$ cat src/rtl/data_mem_ctrl.sv
// rtl/data_mem_ctrl.sv - load/store stage bridging the core to a multi-cycle memory
//
// Ports:
//   CLK, rst                 clock (rising edge), asynchronous active-high reset
//   MemRead, MemWrite        load/store request from the control unit
//   Addr, WData              byte address (ALUOut) and store data (WriteData)
//   RData                    load data back to the datapath
//   Stall                    freezes PC / register writes while high
//   MisalignErr              access with Addr[1:0] != 0 (no request issued)
//   TimeoutErr               one-cycle pulse when an access is aborted
//   mem_req_*                registered valid/ready request channel (word aligned)
//   mem_resp_valid/rdata     valid-only read response channel, sampled in WAIT only
module data_mem_ctrl #(
  parameter int ADDRESS_WIDTH = 32,
  parameter int DATA_WIDTH    = 32,
  parameter int TIMEOUT       = 255
) (
  input  logic                     CLK,
  input  logic                     rst,
  input  logic                     MemRead,
  input  logic                     MemWrite,
  input  logic [ADDRESS_WIDTH-1:0] Addr,
  input  logic [DATA_WIDTH-1:0]    WData,
  output logic [DATA_WIDTH-1:0]    RData,
  output logic                     Stall,
  output logic                     MisalignErr,
  output logic                     TimeoutErr,
  output logic                     mem_req_valid,
  input  logic                     mem_req_ready,
  output logic                     mem_req_we,
  output logic [ADDRESS_WIDTH-1:0] mem_req_addr,
  output logic [DATA_WIDTH-1:0]    mem_req_wdata,
  input  logic                     mem_resp_valid,
  input  logic [DATA_WIDTH-1:0]    mem_resp_rdata
);

  localparam int CW = $clog2(TIMEOUT + 1);
  localparam logic [CW-1:0] CNT_LAST = CW'(TIMEOUT - 1);

  typedef enum logic [1:0] {IDLE, REQ, WAIT, DONE} state_t;

  state_t                  state;
  state_t                  state_next;
  logic [CW-1:0]           cnt;
  logic [DATA_WIDTH-1:0]   rdata_q;
  logic                    timeout_q;
  logic                    access;
  logic                    busy;
  logic                    expire;
  logic                    complete;
  logic                    abort;

  assign access      = (MemRead | MemWrite) && (Addr[1:0] == 2'b00);
  assign MisalignErr = (MemRead | MemWrite) && (Addr[1:0] != 2'b00);
  assign busy        = (state == REQ) || (state == WAIT);
  assign Stall       = ((state == IDLE) && access) || busy;
  // A misaligned access shows zero on the data path for that cycle only;
  // the last loaded value is still held underneath.
  assign RData       = MisalignErr ? '0 : rdata_q;
  assign TimeoutErr  = timeout_q;

  // Completion on the expiry cycle takes priority over the abort.
  // A read accepted on the expiry cycle has not completed, so it aborts.
  assign expire   = busy && (cnt == CNT_LAST);
  assign complete = ((state == REQ) && mem_req_ready && mem_req_we) ||
                    ((state == WAIT) && mem_resp_valid);
  assign abort    = expire && !complete;

  always_ff @(posedge CLK or posedge rst) begin
    if (rst) begin
      state <= IDLE;
    end else begin
      state <= state_next;
    end
  end

  always_comb begin
    state_next = state;
    case (state)
      IDLE: if (access) state_next = REQ;
      REQ: begin
        if (abort)              state_next = DONE;
        else if (mem_req_ready) state_next = mem_req_we ? DONE : WAIT;
      end
      WAIT: if (complete || abort) state_next = DONE;
      DONE: state_next = IDLE;
      default: state_next = IDLE;
    endcase
  end

  always_ff @(posedge CLK or posedge rst) begin
    if (rst) begin
      cnt           <= '0;
      rdata_q       <= '0;
      timeout_q     <= 1'b0;
      mem_req_valid <= 1'b0;
      mem_req_we    <= 1'b0;
      mem_req_addr  <= '0;
      mem_req_wdata <= '0;
    end else begin
      timeout_q <= abort;
      case (state)
        IDLE: begin
          if (access) begin
            cnt           <= '0;
            mem_req_valid <= 1'b1;
            mem_req_we    <= MemWrite;
            mem_req_addr  <= {Addr[ADDRESS_WIDTH-1:2], 2'b00};
            mem_req_wdata <= WData;
          end
        end
        REQ: begin
          cnt <= cnt + CW'(1);
          if (mem_req_ready || abort) mem_req_valid <= 1'b0;
          if (abort) rdata_q <= '0;
        end
        WAIT: begin
          cnt <= cnt + CW'(1);
          if (mem_resp_valid) rdata_q <= mem_resp_rdata;
          else if (abort)     rdata_q <= '0;
        end
        default: ;
      endcase
    end
  end

endmodule

$ cat config.mk
export PLATFORM = sky130hd
export DESIGN_NAME = data_mem_ctrl
export DESIGN_NICKNAME = d
export VERILOG_FILES = /design/src/rtl/data_mem_ctrl.sv
export SDC_FILE = /design/constraint.sdc
export NUM_CORES = 1
export LEC_CHECK = 0
export CORE_ASPECT_RATIO = 1.2
export CORE_MARGIN = 2
export CORE_UTILIZATION = 45
export CTS_BUF_LIST = sky130_fd_sc_hd__clkbuf_8
export DETAILED_ROUTE_END_ITERATION = 16
export PLACE_DENSITY = 0.86
export RECOVER_POWER = 25
export SETUP_SLACK_MARGIN = 0.1
export SLEW_MARGIN = 20
export SYNTH_ARGS = -nofsm -noshare
export SYNTH_HDL_FRONTEND = slang
export SYNTH_SLANG_ARGS = --single-unit
$ cat constraint.sdc
create_clock -name CLK -period 6.7 [get_ports CLK]
set_input_delay 1.005 -clock CLK [delete_from_list [all_inputs] [get_ports CLK]]
set_output_delay 1.005 -clock CLK [all_outputs]
set_load 0.02 [all_outputs]
==> metrics.md, run 1 <==
| Metric | Value |
|---|---|
| Status | finished clean |
| Post-synthesis instance area | approximately 0.0045 sq mm |
| Unrepaired setup endpoints after global routing | false |
| Global placement routability congestion | slightly above 0.7 |
| Worst-Margin Slew | 1.40 ns |
| Global-route total usage across every layer | 0.213 |
| Syn-to-layout area delta | 50.0% |
| Maximum number of pins on one net before global-route repair | 75 |
| Largest stage delay on the critical path | 0.76 ns |
| Post-layout power | 2910 uW |
| Worst min-delay path endpoint | rdata_q[4]$_DFFE_PP0P_ |
| Overall via count from detail_route | 3349 |
| Cell family contributing the most delay on the critical path | simple AND/OR/NAND/NOR gates |
| Count of hold buffers inserted by post-cts repair | 0 |
| Starting DRT DRC Count | 130 |
| Final HPWL from detailed placement | between 8 and 9 mm |
| Number of distinct library cell variants in the gate-level netlist after synthesis | 37 |
| Avg Inst Size Synth | 13.6 sq um |
| #FFs+latches synth | 107 |
| Post-DRT Antenna Nets | 0 |
| Placed cell count | 633 |
| Final max-slew violation count | 0 |
| Clock buffer depth | 2 |
| Via count of the first global-routing pass | roughly 3600 |
| H-tree level count | 3 |
| Final instance area | 0.00671 sq mm |
| Placeable Area | 0.00961 sq mm |
| Fraction of the yosys area taken by sequential cells | 0.598 |
| CTS tree | built |
| Max rail drop VDD | 275 uV |
| Post-route clock period utilization | 0.711 |
| Area of the multi-input gates | 0.00166 sq mm |
| Remaining design rule violation count | 0 |
| Fraction of final layout cells sized beyond drive strength 1 | 0.165 |
| Buffers inserted by post-CTS timing repair | 0 |
| Shortest clock period the worst path allows after layout | between 4 and 5 ns |
| Post-cts gate resize count | 0 |
| Total of max-cap violations | 0 |
| I/O pin total | 203 |
| Cell-by-cell trace of the critical path | dlygate4sd3_1 > or2_0 > nand3_4 > nand2b_1 > clkdlybuf4s50_1 |
| Crit path max-delay cell type | sky130_fd_sc_hd__nand3_4 |
| Clock Tree Root | sky130_fd_sc_hd__clkbuf_8 |
| Number of I/O port buffers | 200 |
| Die X-Extent | approximately 95 um |
| Type of origin of the critical path | input pin |
| Data arrival time at the worst-slack endpoint | 3.76 ns |
| Achievable frequency | ~0.21 GHz |
| Total clock sinks | 107 |
| Cells after synthesis | 328 |
| Path type of the worst setup path | input pin to output pin |
| Layout net count | 629 |
| Post-route setup TNS | 0 ns |
| Cell Area, Placed | approximately 0.0065 sq mm |
| Max Fanout on Critical Path | 65 |
| Depth of the worst register-to-register path | 7 |
| Die Span Y | 113 um |
| EDFF count, synth | 0 |
| Number of cells traversed by the worst hold path | 1 |
| First-pass iteration count of the detailed router | 4 |
| Data required time of the critical path | 5.69 ns |
| Number of antenna violations at the first check in global routing | 0 |
| Number of inserted filler cells in the final layout | ~710 |
| Register area | 0.00268 sq mm |
| Critical path startpoint | MemWrite |
| Capturing point of the worst reg2reg path | rdata_q[5]$_DFFE_PP0P_ |
| Remaining global-route overflow | 0 |
| FP Rows | 39 |
| Number of cells in the finished layout apart from fillers | 649 |
| Fraction of synthesis flops using an asynchronous set or reset pin | 1.00 |
| Number of warnings issued by yosys | 0 |
| Average vias per placed instance | 5.16 |
| Max-slew headroom at the worst pin | 0.0584 |
| Fin Clk Skew | roughly 0.0071 ns |
| Antenna cells | 0 |
| Hold_sp | rdata_q[4]$_DFFE_PP0P_ |
| Worst setup EP type | output pin |
| Number of buffers created by CTS | 9 |
| Flop-to-flop setup slack | roughly 4.1 ns |
| Main synth FF type | sky130_fd_sc_hd__dfrtp_1 |
| Routed wire length | 11.2 mm |
| Clock latency reported for the late side of the worst-skew pair | 0.36 ns |
| Power per cell area | between 400 and 500 mW/mm^2 |
| Routed wire per std cell | 17.3 um |
| Clock input transition at the sequential cells of the worst setup and hold paths | 0.09 ns |
| Setup violation total in the final timing report | 0 |
| First-pass GRT wire length | 17.6 mm |
| Initial Utilization | 0.466 |
| Leakage dissipation | roughly 0.0029 uW |
| FF-to-FF Start | state[1]$_DFFE_PP0P_ |
| Worst min path class | flip-flop to flip-flop |
| Hold violation total from the final report | 0 |
| CP bufs+invs | 2 |
| Total Die Area | 0.0108 sq mm |
stage by stage:
| stage | hold slack (ns) | util | setup WS (ns) |
|---|---|---|---|
| global placement | 0.480 | 0.681 | 2.20 |
| finish | 0.500 | 0.698 | 1.94 |
| global route | 0.518 | 0.698 | 1.72 |
| detailed placement | 0.483 | 0.681 | 2.10 |
| CTS | 0.508 | 0.699 | 2.09 |
| floorplan | 0.464 | - | 2.88 |
kinds of logic after synthesis:
logic type,after synthesis,synth area share
AOI/OAI and AO/OA,61,0.108
adders and majority gates,6,0.0168
buffers and inverters,30,0.0349
DFF,107,0.598
muxes,64,0.161
other,1,0.000838
and+or+nand+nor,59,0.0797
synth_stat cells, types with 3 or more instances:
master	count	area, sq um
sky130_fd_sc_hd__buf_6	3	33.8
sky130_fd_sc_hd__a21oi_1	6	30.0
sky130_fd_sc_hd__nand2b_1	3	18.8
sky130_fd_sc_hd__ha_1	6	75.1
sky130_fd_sc_hd__clkbuf_1	8	30.0
sky130_fd_sc_hd__or3_1	3	18.8
sky130_fd_sc_hd__mux2_2	64	721
sky130_fd_sc_hd__and2_1	33	206
sky130_fd_sc_hd__buf_2	7	35.0
sky130_fd_sc_hd__nand2_1	6	22.5
sky130_fd_sc_hd__buf_4	3	22.5
sky130_fd_sc_hd__a22o_1	33	289
sky130_fd_sc_hd__dfrtp_1	107	2680
sky130_fd_sc_hd__inv_1	8	30.0
sky130_fd_sc_hd__o21ai_0	8	40.0
worst max path at each step:
stage / end / cells past startpoint
6_report: Stall / 5
5_1_grt: Stall / 5
4_1_cts: Stall / 5
3_5_place_dp: Stall / 5
3_3_place_gp: Stall / 5
2_1_floorplan: TimeoutErr$_DFF_PP0_ / 1
flip-flops by register name, summed over array words and instances, names as in the netlist:
| register | flops |
|---|---|
| TimeoutErr | 1 |
| cnt | 8 |
| mem_req_addr | 30 |
| mem_req_valid | 1 |
| mem_req_wdata | 32 |
| mem_req_we | 1 |
| rdata_q | 32 |
| state | 2 |
final cells by class:
| cell class | instances | share of cell area |
|---|---|---|
| Tap cell | 123 | 0.0229 |
| Sequential cell | 107 | 0.399 |
| Clock inverter | 6 | 0.00503 |
| Inverter | 9 | 0.00541 |
| Clock buffer | 10 | 0.0205 |
| Multi-Input combinational cell | 192 | 0.247 |
| Timing Repair Buffer | 202 | 0.301 |
power breakdown:
group	switching, uW	total (uW)	internal (uW)
clock	206	348	142
combinational	705	1450	745
sequential	164	1110	951
cell usage in the layout (no fill, tap or decap), types with 2 or more instances in the layout:
| master | synthesis | routed |
|---|---|---|
| sky130_fd_sc_hd__or3_1 | 3 | 3 |
| sky130_fd_sc_hd__a21oi_1 | 6 | 6 |
| sky130_fd_sc_hd__buf_4 | 3 | 2 |
| sky130_fd_sc_hd__conb_1 | 1 | 2 |
| sky130_fd_sc_hd__dfrtp_1 | 107 | 107 |
| sky130_fd_sc_hd__clkinv_2 | 1 | 3 |
| sky130_fd_sc_hd__nand2b_1 | 3 | 3 |
| sky130_fd_sc_hd__o2bb2ai_1 | 2 | 2 |
| sky130_fd_sc_hd__or4_1 | 2 | 3 |
| sky130_fd_sc_hd__mux2_2 | 64 | 64 |
| sky130_fd_sc_hd__a31oi_1 | 2 | 2 |
| sky130_fd_sc_hd__o21ai_0 | 8 | 7 |
| sky130_fd_sc_hd__o31ai_1 | 2 | 2 |
| sky130_fd_sc_hd__nand2_1 | 6 | 6 |
| sky130_fd_sc_hd__clkbuf_8 | 0 | 10 |
| sky130_fd_sc_hd__nand4_1 | 2 | 2 |
| sky130_fd_sc_hd__nor2_1 | 2 | 2 |
| sky130_fd_sc_hd__dlygate4sd3_1 | 0 | 43 |
| sky130_fd_sc_hd__and2_1 | 33 | 32 |
| sky130_fd_sc_hd__clkdlybuf4s50_1 | 0 | 157 |
| sky130_fd_sc_hd__inv_1 | 8 | 9 |
| sky130_fd_sc_hd__ha_1 | 6 | 6 |
| sky130_fd_sc_hd__a22o_1 | 33 | 33 |
layer usage:
layer	vias to the layer above	track usage	routed length, um
met5	-	0	0
met3	18	0.0732	995
met2	152	0.379	5960
met1	1625	0.232	4050
li1	1554	-	-
met4	0	0.0773	229
worst reg2reg max path, stage by stage (launching register included):
cell                       delay (ns)
sky130_fd_sc_hd__dfrtp_1         0.39
sky130_fd_sc_hd__inv_1           0.09
sky130_fd_sc_hd__ha_1            0.52
sky130_fd_sc_hd__nand4_1         0.19
sky130_fd_sc_hd__or4_1           0.61
sky130_fd_sc_hd__clkinv_2        0.11
sky130_fd_sc_hd__o21ai_4         0.22
sky130_fd_sc_hd__a22o_1          0.34
(Power assumes the default switching activity.)
==> inputs of run 2 (changes only) <==
--- a/config.mk
+++ b/config.mk
@@ -7,10 +7,10 @@
 export LEC_CHECK = 0
 export CORE_ASPECT_RATIO = 1.2
 export CORE_MARGIN = 2
-export CORE_UTILIZATION = 45
+export CORE_UTILIZATION = 43
 export CTS_BUF_LIST = sky130_fd_sc_hd__clkbuf_8
 export DETAILED_ROUTE_END_ITERATION = 16
-export PLACE_DENSITY = 0.86
+export PLACE_DENSITY = 0.83
 export RECOVER_POWER = 25
 export SETUP_SLACK_MARGIN = 0.1
 export SLEW_MARGIN = 20
==> constraint.sdc (replaced) <==
create_clock -name CLK -period 4.95 [get_ports CLK]
set_input_delay 0.7425 -clock CLK [delete_from_list [all_inputs] [get_ports CLK]]
set_output_delay 0.7425 -clock CLK [all_outputs]
set_load 0.02 [all_outputs]
==> metrics.md, run 2 (synthesized netlist as in run 1, its figures left out) <==
| Metric | Value |
|---|---|
| Shortest clock period the worst path allows after layout | 3.71 ns |
| Clock Tree Root | sky130_fd_sc_hd__clkbuf_8 |
| Die X-Extent | 97.1 um (+2.2%) |
| Final instance area | 0.00674 sq mm (+0.43%) |
| Max-slew headroom at the worst pin | -1.07 (-1.13) |
| Routed wire per std cell | 16.5 um (-4.8%) |
| Post-route clock period utilization | 0.750 |
| Hold violation total from the final report | 0 (unchanged) |
| Clock input transition at the sequential cells of the worst setup and hold paths | 0.08 ns (about the same) |
| Count of hold buffers inserted by post-cts repair | 0 (unchanged) |
| Setup slack after layout | 1.24 ns (-0.696 ns) |
| Fraction of met1 tracks used by global routing | 0.229 (-0.00253) |
| Post-cts gate resize count | 0 (unchanged) |
| FP Rows | 40 (+2.6%) |
| Final HPWL from detailed placement | 7.92 mm (-6.3%) |
| First-pass GRT wire length | 17.3 mm (-1.7%) |
| Starting DRT DRC Count | 103 (-21%) |
| Cell Area, Placed | 0.00654 sq mm (unchanged) |
| Path type of the worst setup path | input pin to output pin |
| Via count of the first global-routing pass | 3463 (-2.9%) |
| Syn-to-layout area delta | 50.6% |
| Overall via count from detail_route | 3311 (-1.1%) |
| Clock latency reported for the late side of the worst-skew pair | 0.35 ns (about the same) |
| Setup violation total in the final timing report | 0 (unchanged) |
| Most frequent cells in the layout | 194 x sky130_fd_sc_hd__clkdlybuf4s50_1, 107 x sky130_fd_sc_hd__dfrtp_1, 64 x sky130_fd_sc_hd__mux2_2 |
| Routed wire length | 10.7 mm (-4.7%) |
| Total clock sinks | 107 (unchanged) |
| Buffers inserted by post-CTS timing repair | 0 (unchanged) |
| Final max-slew violation count | 73 (+73) |
| Data required time of the critical path | 4.21 ns (-1.48 ns) |
| H-tree level count | 3 (unchanged) |
| Max rail drop VDD | 386 uV (+40%) |
| I/O pin total | 203 (unchanged) |
| Failing checks | capacitance limit, slew limit |
| Number of antenna violations at the first check in global routing | 0 (unchanged) |
| Total Die Area | 0.0112 sq mm (+4.5%) |
| Number of I/O port buffers | 200 (unchanged) |
| Area of the multi-input gates | 0.00165 sq mm (-0.23%) |
| Number of buffers created by CTS | 9 (unchanged) |
| Post-route setup TNS | 0 ns (unchanged) |
| Number of cells in the finished layout apart from fillers | 650 (+0.15%) |
| Most Crowded Layer GR | met2 |
| Met3 global-route usage | 0.0808 (+0.00758) |
| Average vias per placed instance | 5.09 (-1.3%) |
| Most frequent standard cell in the layout excluding fill and tap cells | sky130_fd_sc_hd__clkdlybuf4s50_1 |
| Achievable frequency | 0.269 GHz |
| Max Fanout on Critical Path | 33 (-49%) |
| Power per cell area | 601 mW/mm^2 (+39%) |
| Met2 track utilization from global routing | 0.320 (-0.0588) |
| Leakage dissipation | 0.00288 uW (-0.61%) |
| Data arrival time at the worst-slack endpoint | 2.97 ns (-0.79 ns) |
| Number of inserted filler cells in the final layout | 758 (+7.4%) |
| Initial Utilization | 0.445 (-0.0207) |
| Maximum number of pins on one net before global-route repair | 73 (-2.7%) |
| Post-DRT Antenna Nets | 0 (unchanged) |
| Worst-Margin Slew | 3.09 ns (+1.68 ns) |
| Placeable Area | 0.0101 sq mm (+4.6%) |
| Total of max-cap violations | 1 (+1) |
| Fin Clk Skew | 0.00950 ns (+0.00239 ns) |
| Placement Setup Slack | 1.38 ns (-0.722 ns) |
| Fraction of final layout cells sized beyond drive strength 1 | 0.168 (+0.00254) |
| Type of origin of the critical path | input pin |
| Status | finished with violations |
| Die Span Y | 116 um (+2.2%) |
| Clock buffer depth | 2 (unchanged) |
| Register area | 0.00268 sq mm (unchanged) |
| Antenna cells | 0 (unchanged) |
| Unrepaired setup endpoints after global routing | false |
| Share of the core filled with cells in the final layout | 0.670 (-0.0281) |
| Remaining design rule violation count | 0 (unchanged) |
| Largest registers in the final layout | mem_req_wdata (32), rdata_q (32), mem_req_addr (30) |
| Placed cell count | 636 (+0.47%) |
| Global-route total usage across every layer | 0.192 (-0.0209) |
| First-pass iteration count of the detailed router | 4 (unchanged) |
| Worst min path class | flip-flop to flip-flop |
| Layout net count | 629 (unchanged) |
| Global placement routability congestion | 0.788 (+12%) |
| Remaining global-route overflow | 0 (unchanged) |
| Worst setup EP type | output pin |
| CTS tree | built |
-- run 2: report_power, final --
group          total (uW)  switching [uW]  internal (uW)
registers            1510             219           1290
clock network         539             270            269
logic                2010             944           1060
-- run 2: cell type report --
| type | count | share of cell area |
|---|---|---|
| Clock buffer | 12 | 0.0245 |
| Clock inverter | 2 | 0.00520 |
| Inverter | 9 | 0.00538 |
| Multi-Input combinational cell | 192 | 0.245 |
| Sequential cell | 107 | 0.397 |
| Tap cell | 126 | 0.0234 |
| Timing Repair Buffer | 202 | 0.299 |
-- run 2: worst paths after layout --
check                                        startpoint                           to  slack [ns]  cells past startpoint
worst max-delay path                           MemWrite                     RData[6]        1.24                      5
worst min register to register  rdata_q[13]$_DFFE_PP0P_      rdata_q[13]$_DFFE_PP0P_        0.50                      1
max in group asynchronous                           rst      rdata_q[31]$_DFFE_PP0P_        1.70                      3
worst max register to register     state[1]$_DFFE_PP0P_      rdata_q[29]$_DFFE_PP0P_        2.41                      7
worst min-delay path            rdata_q[13]$_DFFE_PP0P_      rdata_q[13]$_DFFE_PP0P_        0.50                      1
min in group asynchronous                           rst  mem_req_addr[8]$_DFFE_PP0P_        1.72                      2
-- run 2: metal layers --
metal	share of wire	vias up	routed length, um
met1	0.39	1619	4220
met2	0.50	140	5310
met5	0	-	0
li1	-	1540	-
met4	0.017	0	184
met3	0.092	12	986
-- run 2: worst max-delay path, stage by stage --
cell and delay (ns):
sky130_fd_sc_hd__dlygate4sd3_1 0.55, sky130_fd_sc_hd__or2_0 0.37, sky130_fd_sc_hd__o21ai_2 0.44, sky130_fd_sc_hd__and2_1 0.25, sky130_fd_sc_hd__clkdlybuf4s50_1 0.61
-- run 2: metrics by stage --
step / hold slack, ns / total power, uW
after floorplan: 0.464 / 2630
after global placement: 0.481 / 3480
after detailed placement: 0.483 / 3550
after CTS: 0.508 / 4100
after global routing: 0.526 / 4310
final: 0.502 / 4050
